<file path="src/rtl/wb_pkg.sv">
// Shared definitions for the writeback select unit.
// Holds the skid-buffer state encoding and the source indices used by control.
package wb_pkg;

  typedef enum logic [1:0] {
    WB_EMPTY = 2'd0,
    WB_ONE   = 2'd1,
    WB_TWO   = 2'd2
  } wb_state_e;

  // Source indices as the control unit names them.
  localparam int unsigned SRC_ALU   = 0;
  localparam int unsigned SRC_MDR   = 1;
  localparam int unsigned SRC_HI    = 2;
  localparam int unsigned SRC_LO    = 3;
  localparam int unsigned SRC_SHIFT = 4;
  localparam int unsigned SRC_LOAD  = 5;
  localparam int unsigned SRC_SLT   = 6;
  localparam int unsigned SRC_CONST = 7;

endpackage

</file>
<file path="src/rtl/wb_select_unit_if.sv">
// Handshake bus of the writeback select unit.
// Input side : in_valid/in_ready, sel, src_data (flattened sources), in_dest.
// Output side: out_valid/out_ready, out_data, out_dest.
// master = producer/consumer environment, slave = the select unit.
interface wb_select_unit_if #(
  parameter int unsigned DATA_W = 32,
  parameter int unsigned N_SRC  = 8,
  parameter int unsigned DEST_W = 5
);
  localparam int unsigned SEL_W = $clog2(N_SRC);

  logic                    in_valid;
  logic                    in_ready;
  logic [SEL_W-1:0]        sel;
  logic [N_SRC*DATA_W-1:0] src_data;
  logic [DEST_W-1:0]       in_dest;
  logic                    out_valid;
  logic                    out_ready;
  logic [DATA_W-1:0]       out_data;
  logic [DEST_W-1:0]       out_dest;

  modport master (
    output in_valid, sel, src_data, in_dest, out_ready,
    input  in_ready, out_valid, out_data, out_dest
  );

  modport slave (
    input  in_valid, sel, src_data, in_dest, out_ready,
    output in_ready, out_valid, out_data, out_dest
  );
endinterface

</file>
<file path="src/rtl/wb_src_mux.sv">
// Combinational N_SRC:1 writeback source select.
// Ports: sel (source index), src_data (flattened sources, source k at
// [k*DATA_W +: DATA_W]), data_c (selected source, zero when sel is out of
// range), err_c (sel does not name an existing source).
module wb_src_mux #(
  parameter int unsigned DATA_W = 32,
  parameter int unsigned N_SRC  = 8
) (
  input  logic [$clog2(N_SRC)-1:0] sel,
  input  logic [N_SRC*DATA_W-1:0]  src_data,
  output logic [DATA_W-1:0]        data_c,
  output logic                     err_c
);
  localparam int unsigned SEL_W = $clog2(N_SRC);

  // Match sel against every real source; no hit means out of range.
  always_comb begin
    data_c = '0;
    err_c  = 1'b1;
    for (int unsigned k = 0; k < N_SRC; k++) begin
      if (sel == SEL_W'(k)) begin
        data_c = src_data[k*DATA_W +: DATA_W];
        err_c  = 1'b0;
      end
    end
  end
endmodule

</file>
<file path="src/rtl/wb_select_unit.sv">
// Registered writeback source select with a 2-entry skid buffer.
// Ports: clk, reset (async, active-low), flush (sync clear of buffered
// results), bus (slave side of wb_select_unit_if), sel_err (sticky
// out-of-range select flag), wb_count (completed writebacks, wrapping).
// Interface parameters must match DATA_W/N_SRC/DEST_W given here.
module wb_select_unit
  import wb_pkg::*;
#(
  parameter int unsigned DATA_W      = 32,
  parameter int unsigned N_SRC       = 8,
  parameter int unsigned DEST_W      = 5,
  parameter int unsigned SUPPRESS_R0 = 1,
  parameter int unsigned CNT_W       = 16
) (
  input  logic              clk,
  input  logic              reset,
  input  logic              flush,
  wb_select_unit_if.slave   bus,
  output logic              sel_err,
  output logic [CNT_W-1:0]  wb_count
);

  wb_state_e         state;
  logic [DATA_W-1:0] m_data;
  logic [DEST_W-1:0] m_dest;
  logic [DATA_W-1:0] s_data;
  logic [DEST_W-1:0] s_dest;
  logic              out_valid_q;
  logic              in_ready_q;

  logic [DATA_W-1:0] mux_data_c;
  logic              mux_err_c;
  logic              accept_c;
  logic              complete_c;
  logic              drop_c;
  logic              enq_c;

  wb_src_mux #(
    .DATA_W (DATA_W),
    .N_SRC  (N_SRC)
  ) u_src_mux (
    .sel      (bus.sel),
    .src_data (bus.src_data),
    .data_c   (mux_data_c),
    .err_c    (mux_err_c)
  );

  // Handshake qualifiers; a flush discards whatever is offered alongside it.
  assign accept_c   = bus.in_valid && in_ready_q;
  assign complete_c = out_valid_q && bus.out_ready;
  assign drop_c     = (SUPPRESS_R0 != 0) && (bus.in_dest == '0);
  assign enq_c      = accept_c && !flush && !drop_c;

  assign bus.in_ready  = in_ready_q;
  assign bus.out_valid = out_valid_q;
  assign bus.out_data  = m_data;
  assign bus.out_dest  = m_dest;

  // Buffer FSM, skid registers, sticky error and completion counter.
  always_ff @(posedge clk or negedge reset) begin
    if (!reset) begin
      state       <= WB_EMPTY;
      m_data      <= '0;
      m_dest      <= '0;
      s_data      <= '0;
      s_dest      <= '0;
      out_valid_q <= 1'b0;
      in_ready_q  <= 1'b0;
      sel_err     <= 1'b0;
      wb_count    <= '0;
    end else begin
      // A completion in a flush cycle still happened on the bus.
      if (complete_c) begin
        wb_count <= wb_count + CNT_W'(1);
      end
      // Suppressed r0 writes still report a bad select.
      if (accept_c && !flush && mux_err_c) begin
        sel_err <= 1'b1;
      end

      if (flush) begin
        state       <= WB_EMPTY;
        out_valid_q <= 1'b0;
        in_ready_q  <= 1'b1;
      end else begin
        case (state)
          WB_EMPTY: begin
            in_ready_q <= 1'b1;
            if (enq_c) begin
              m_data      <= mux_data_c;
              m_dest      <= bus.in_dest;
              out_valid_q <= 1'b1;
              state       <= WB_ONE;
            end
          end
          WB_ONE: begin
            if (enq_c && complete_c) begin
              m_data <= mux_data_c;
              m_dest <= bus.in_dest;
            end else if (enq_c) begin
              // Consumer stalled: park the new result in the skid slot.
              s_data     <= mux_data_c;
              s_dest     <= bus.in_dest;
              in_ready_q <= 1'b0;
              state      <= WB_TWO;
            end else if (complete_c) begin
              out_valid_q <= 1'b0;
              state       <= WB_EMPTY;
            end
          end
          WB_TWO: begin
            if (complete_c) begin
              m_data     <= s_data;
              m_dest     <= s_dest;
              in_ready_q <= 1'b1;
              state      <= WB_ONE;
            end
          end
          default: begin
            out_valid_q <= 1'b0;
            in_ready_q  <= 1'b1;
            state       <= WB_EMPTY;
          end
        endcase
      end
    end
  end

endmodule

</file>
<file path="src/flat_wrapper.sv">
// flat-port wrapper written by rule: the top's interface ports become plain ports
module wb_select_unit_flat import wb_pkg::*;
#(
  parameter int unsigned DATA_W      = 32,
  parameter int unsigned N_SRC       = 8,
  parameter int unsigned DEST_W      = 5,
  parameter int unsigned SUPPRESS_R0 = 1,
  parameter int unsigned CNT_W       = 16
)
  (clk, reset, flush, sel_err, wb_count, bus_in_valid, bus_sel, bus_src_data, bus_in_dest, bus_out_ready, bus_in_ready, bus_out_valid, bus_out_data, bus_out_dest);
  wb_select_unit_if #(.DATA_W(DATA_W), .N_SRC(N_SRC), .DEST_W(DEST_W)) bus_i ();
  input  logic clk;
  input  logic reset;
  input  logic flush;
  output logic sel_err;
  output logic [CNT_W-1:0] wb_count;
  input wire logic [$bits(bus_i.in_valid)-1:0] bus_in_valid;
  input wire logic [$bits(bus_i.sel)-1:0] bus_sel;
  input wire logic [$bits(bus_i.src_data)-1:0] bus_src_data;
  input wire logic [$bits(bus_i.in_dest)-1:0] bus_in_dest;
  input wire logic [$bits(bus_i.out_ready)-1:0] bus_out_ready;
  output wire logic [$bits(bus_i.in_ready)-1:0] bus_in_ready;
  output wire logic [$bits(bus_i.out_valid)-1:0] bus_out_valid;
  output wire logic [$bits(bus_i.out_data)-1:0] bus_out_data;
  output wire logic [$bits(bus_i.out_dest)-1:0] bus_out_dest;
  assign bus_i.in_valid = bus_in_valid;
  assign bus_i.sel = bus_sel;
  assign bus_i.src_data = bus_src_data;
  assign bus_i.in_dest = bus_in_dest;
  assign bus_i.out_ready = bus_out_ready;
  assign bus_in_ready = bus_i.in_ready;
  assign bus_out_valid = bus_i.out_valid;
  assign bus_out_data = bus_i.out_data;
  assign bus_out_dest = bus_i.out_dest;
  wb_select_unit #(.DATA_W(DATA_W), .N_SRC(N_SRC), .DEST_W(DEST_W), .SUPPRESS_R0(SUPPRESS_R0), .CNT_W(CNT_W)) u_core (.clk(clk), .reset(reset), .flush(flush), .bus(bus_i), .sel_err(sel_err), .wb_count(wb_count));
endmodule
</file>
<file path="config.mk">
export PLATFORM = sky130hd
export DESIGN_NAME = wb_select_unit_flat
export DESIGN_NICKNAME = d
export VERILOG_FILES = /design/src/rtl/wb_pkg.sv /design/src/rtl/wb_select_unit_if.sv /design/src/rtl/wb_src_mux.sv /design/src/rtl/wb_select_unit.sv /design/src/flat_wrapper.sv
export SDC_FILE = /design/constraint.sdc
export NUM_CORES = 1
export LEC_CHECK = 0
export ABC_CLOCK_PERIOD_IN_PS = 2100
export BUFFER_PORTS_ARGS = -buffer_cell sky130_fd_sc_hd__buf_2
export CAP_MARGIN = 20
export CORE_MARGIN = 5
export CORE_UTILIZATION = 45
export DETAILED_ROUTE_END_ITERATION = 7
export HOLD_SLACK_MARGIN = 0.12
export PLACE_DENSITY = 0.83
export SLEW_MARGIN = 20
export SYNTH_ARGS = -nofsm -noshare
export SYNTH_HDL_FRONTEND = slang
export SYNTH_SLANG_ARGS = --single-unit
</file>
<file path="constraint.sdc">
create_clock -name clk -period 2.1 [get_ports clk]
set_input_delay 0.21 -clock clk [delete_from_list [all_inputs] [get_ports clk]]
set_output_delay 0.21 -clock clk [all_outputs]
set_load 0.1 [all_outputs]
</file>
==> key figures <==
Synth
  – Yosys reg bits: 95
  – Yosys cell types: 41
  – List of most frequent post-synthesis cells: 95 x dfrtp_1, 45 x nand2_1, 37 x nor2_1
  – Sequential area share after synthesis: 39.0%
  – Mapped Area: 0.00610 mm²
  – Post-synthesis cell count: 554
  – Synth warnings: 0
  – Fraction of registers with async set/reset: 100%
  – Main flop type after synthesis: dfrtp_1
  – Cells taking the most area after synthesis: dfrtp_1 39%, mux4_2 12%, mux2i_1 5.3%
  – Area leader, netlist: dfrtp_1
  – Synth Net Count: slightly above 800
  – Yosys top cell area share: 39.0%
  – Syn Area/Cell: 11.0 µm²
  – Number of flops mapped to enable cells by yosys: 0
  – Count leader, synth: dfrtp_1

Die
  – Initial cell density of the core: 46.0%
  – Die area: approximately 0.016 mm²
  – # IOs: 325
  – Die Ht: 126 µm
  – Core area: 0.0132 mm²
  – Row cnt: 42
  – Die X: 126 µm

Finish
  – Area Overhead vs Synth: 39.8%
  – Share of cells above drive strength 1: 52.3%
  – Core Util, Final: 64.4%
  – Finished Cell Area: about 0.0085 mm²
  – Final #Nets: 1,157
  – Fin cells: between 1k and 1.5k

Global routing
  – Global-route wire length before repair: 31,600 µm
  – Initial antenna violation count: 2
  – Number of global-route vias before repair: 5,838
  – All-Layer GR Usage: 24.8%
  – Gr ovfl total: 0
  – Largest net degree at the start of global routing: 66

Clocking
  – CTS H-tree depth: 3
  – Root Driver: clkbuf_16
  – Worst skew pair latency: 0.34 ns
  – Setup Buffers After CTS: 0
  – Reg clk slew, reported paths: 0.06 ns
  – CTS tree: done
  – Inserted Clock Buffers: 9
  – CTS Sinks: 95
  – Clock Path Buffers: 2

STA
  – Worst Tran Pin Value: 0.530 ns
  – Slew Limit Headroom: 64.6%
  – Final worst path period share: 98.4%
  – Post-route setup TNS: 0 ns
  – Final min period: 2.07 ns
  – RSZ-0062 raised after global routing: no
  – Final setup margin: 0.0340 ns
  – Clock skew: 0.00518 ns
  – Slew Viols, Final: 0
  – Final hold vios: 0
  – Final setup vio count: 0
  – Peak Freq: 484 MHz

Min path
  – Worst min path class: input port to register
  – Launch point of the worst hold path: flush

Detailed routing
  – Antenna-violating nets left: 0
  – Top Layer Used: met4
  – DR iter-0 viols: 739
  – Met2 Wirelength: a little under 10,000 µm
  – M1 WL: between 8000 and 9000 µm
  – WL final: 20,300 µm
  – Vias per cell: 5.54
  – # DRC: 0
  – Vias: 5,923
  – Drt pass-1 iters: 5
  – Met3 WL post-DR: 1640 µm
  – WL/cell: roughly 19 µm

Setup path
  – Critical Path Start Type: input port
  – Slowest-stage cell, CP: dlygate4sd3_1
  – Cell Chain, Critical Path: dlygate4sd3_1, buf_2, or4_1, o22ai_2, o41ai_4, buf_12, mux2_1
  – Reg2Reg Setup Slack: 0.25 ns
  – Critical Path Sink Type: register
  – CP max FO: 22
  – Worst path arrival time: approximately 2.3 ns
  – Reg2reg start: u_core.bus.out_valid
  – Crit path max-delay family: buffers and inverters
  – WP data required: around 2.3 ns
  – CP startpoint: bus_in_dest[4]
  – Setup CP Type: input port to register
  – Slowest stage delay, CP: 0.53 ns
  – Crit path buffers/inverters: 3

Pwr
  – Peak supply drop: 531 µV
  – Leak: ~0.0042 µW
  – Pwr Density: 1060 mW/mm²

Flow run
  – Max_cap viols: 0

Place
  – Dpl cells: roughly 1.0k
  – Detailed placement HPWL: 16,400 µm
  – Port bufs: 324
  – Dpl cell area: 0.00818 mm²
  – Dpl ws: -0.107 ns
  – Final GP Congestion: 0.945

Status
  – Status: complete, no violations
## registers in the layout, summed over array words and instances (netlist names)
| register | count |
|---|---|
| u_core.bus.out_valid | 1 |
| u_core.s_data | 32 |
| u_core.state | 2 |
| u_core.s_dest | 5 |
| u_core.wb_count | 16 |
| u_core.bus.out_data | 32 |
| u_core.sel_err | 1 |
| u_core.bus.in_ready | 1 |
| u_core.bus.out_dest | 5 |
## worst paths after layout
check	to	cells past startpoint
setup / recovery	u_core.bus.out_dest[4]	7
hold / removal	u_core.bus.out_valid	2
setup reg to reg	u_core.bus.out_data[18]	6
hold reg to reg	u_core.sel_err	0
max in group asynchronous	u_core.s_dest[2]	3
min in group asynchronous	u_core.bus.in_ready	2
## kinds of logic after synthesis
| group | share of synthesized area [%] |
|---|---|
| flip-flops | 39.0 |
| multiplexers | 25.8 |
| XOR/XNOR | 2.15 |
| adder cells (fa/ha/maj) | 0.205 |
| AO/OA/AOI/OAI | 17.1 |
| buffers and inverters | 4.88 |
| AND/OR/NAND/NOR | 10.9 |
## per-layer routing
metal  track usage [%]  vias up
met5                 0        -
met4              7.95        0
met3              4.88       32
met2              38.4      304
met1              35.2     2830
li1                  -     2757
## per-stage QoR
step | power [µW] | hold WS, ns
finish | 9010 | 0.144
detailed placement | 7420 | 0.226
CTS | 9060 | 0.123
global placement | 7320 | 0.221
floorplan | 6280 | -0.0856
global route | 9400 | 0.150
## cells in the final DEF (no fill, tap or decap), types with 3 or more instances in the layout
cell           instances
xnor2_1               11
a221oi_1              22
nand2_1               43
nor2_1                37
nor4_1                 3
o21ai_0               32
nand4_1                3
o2bb2ai_1             32
dlygate4sd3_1          5
dfrtp_1               91
buf_4                 35
clkbuf_16              9
buf_2                322
mux2_2                28
a221oi_2              10
mux2i_1               32
nor2b_1               32
mux2_1                19
nand3_1                5
mux4_2                32
xor2_1                 4
a21oi_1               34
and3_1                 4
buf_12                12
## final cells by class
class,count,area [µm²]
Antenna cell,2,5.00
Sequential cell,95,2390
Clock buffer,12,246
Clock inverter,3,45.0
Tap cell,176,220
Timing Repair Buffer,374,2160
Multi-Input combinational cell,405,3450
Fill cell,1084,4720
Inverter,2,7.51
## where the power goes
group          switching [µW]  total [µW]  internal [µW]  leakage [µW]
Sequential                380        2840           2460       0.00119
Clock                     665        1610            949      0.000135
Combinational            3420        4560           1140       0.00287
## timing repair
item | CTS | global route
gates resized for setup | 1 | 0
hold endpoints to repair | 43 | 0
hold buffers | 5 | 0
setup endpoints to repair | 2 | 0
(Power assumes the default switching activity.)
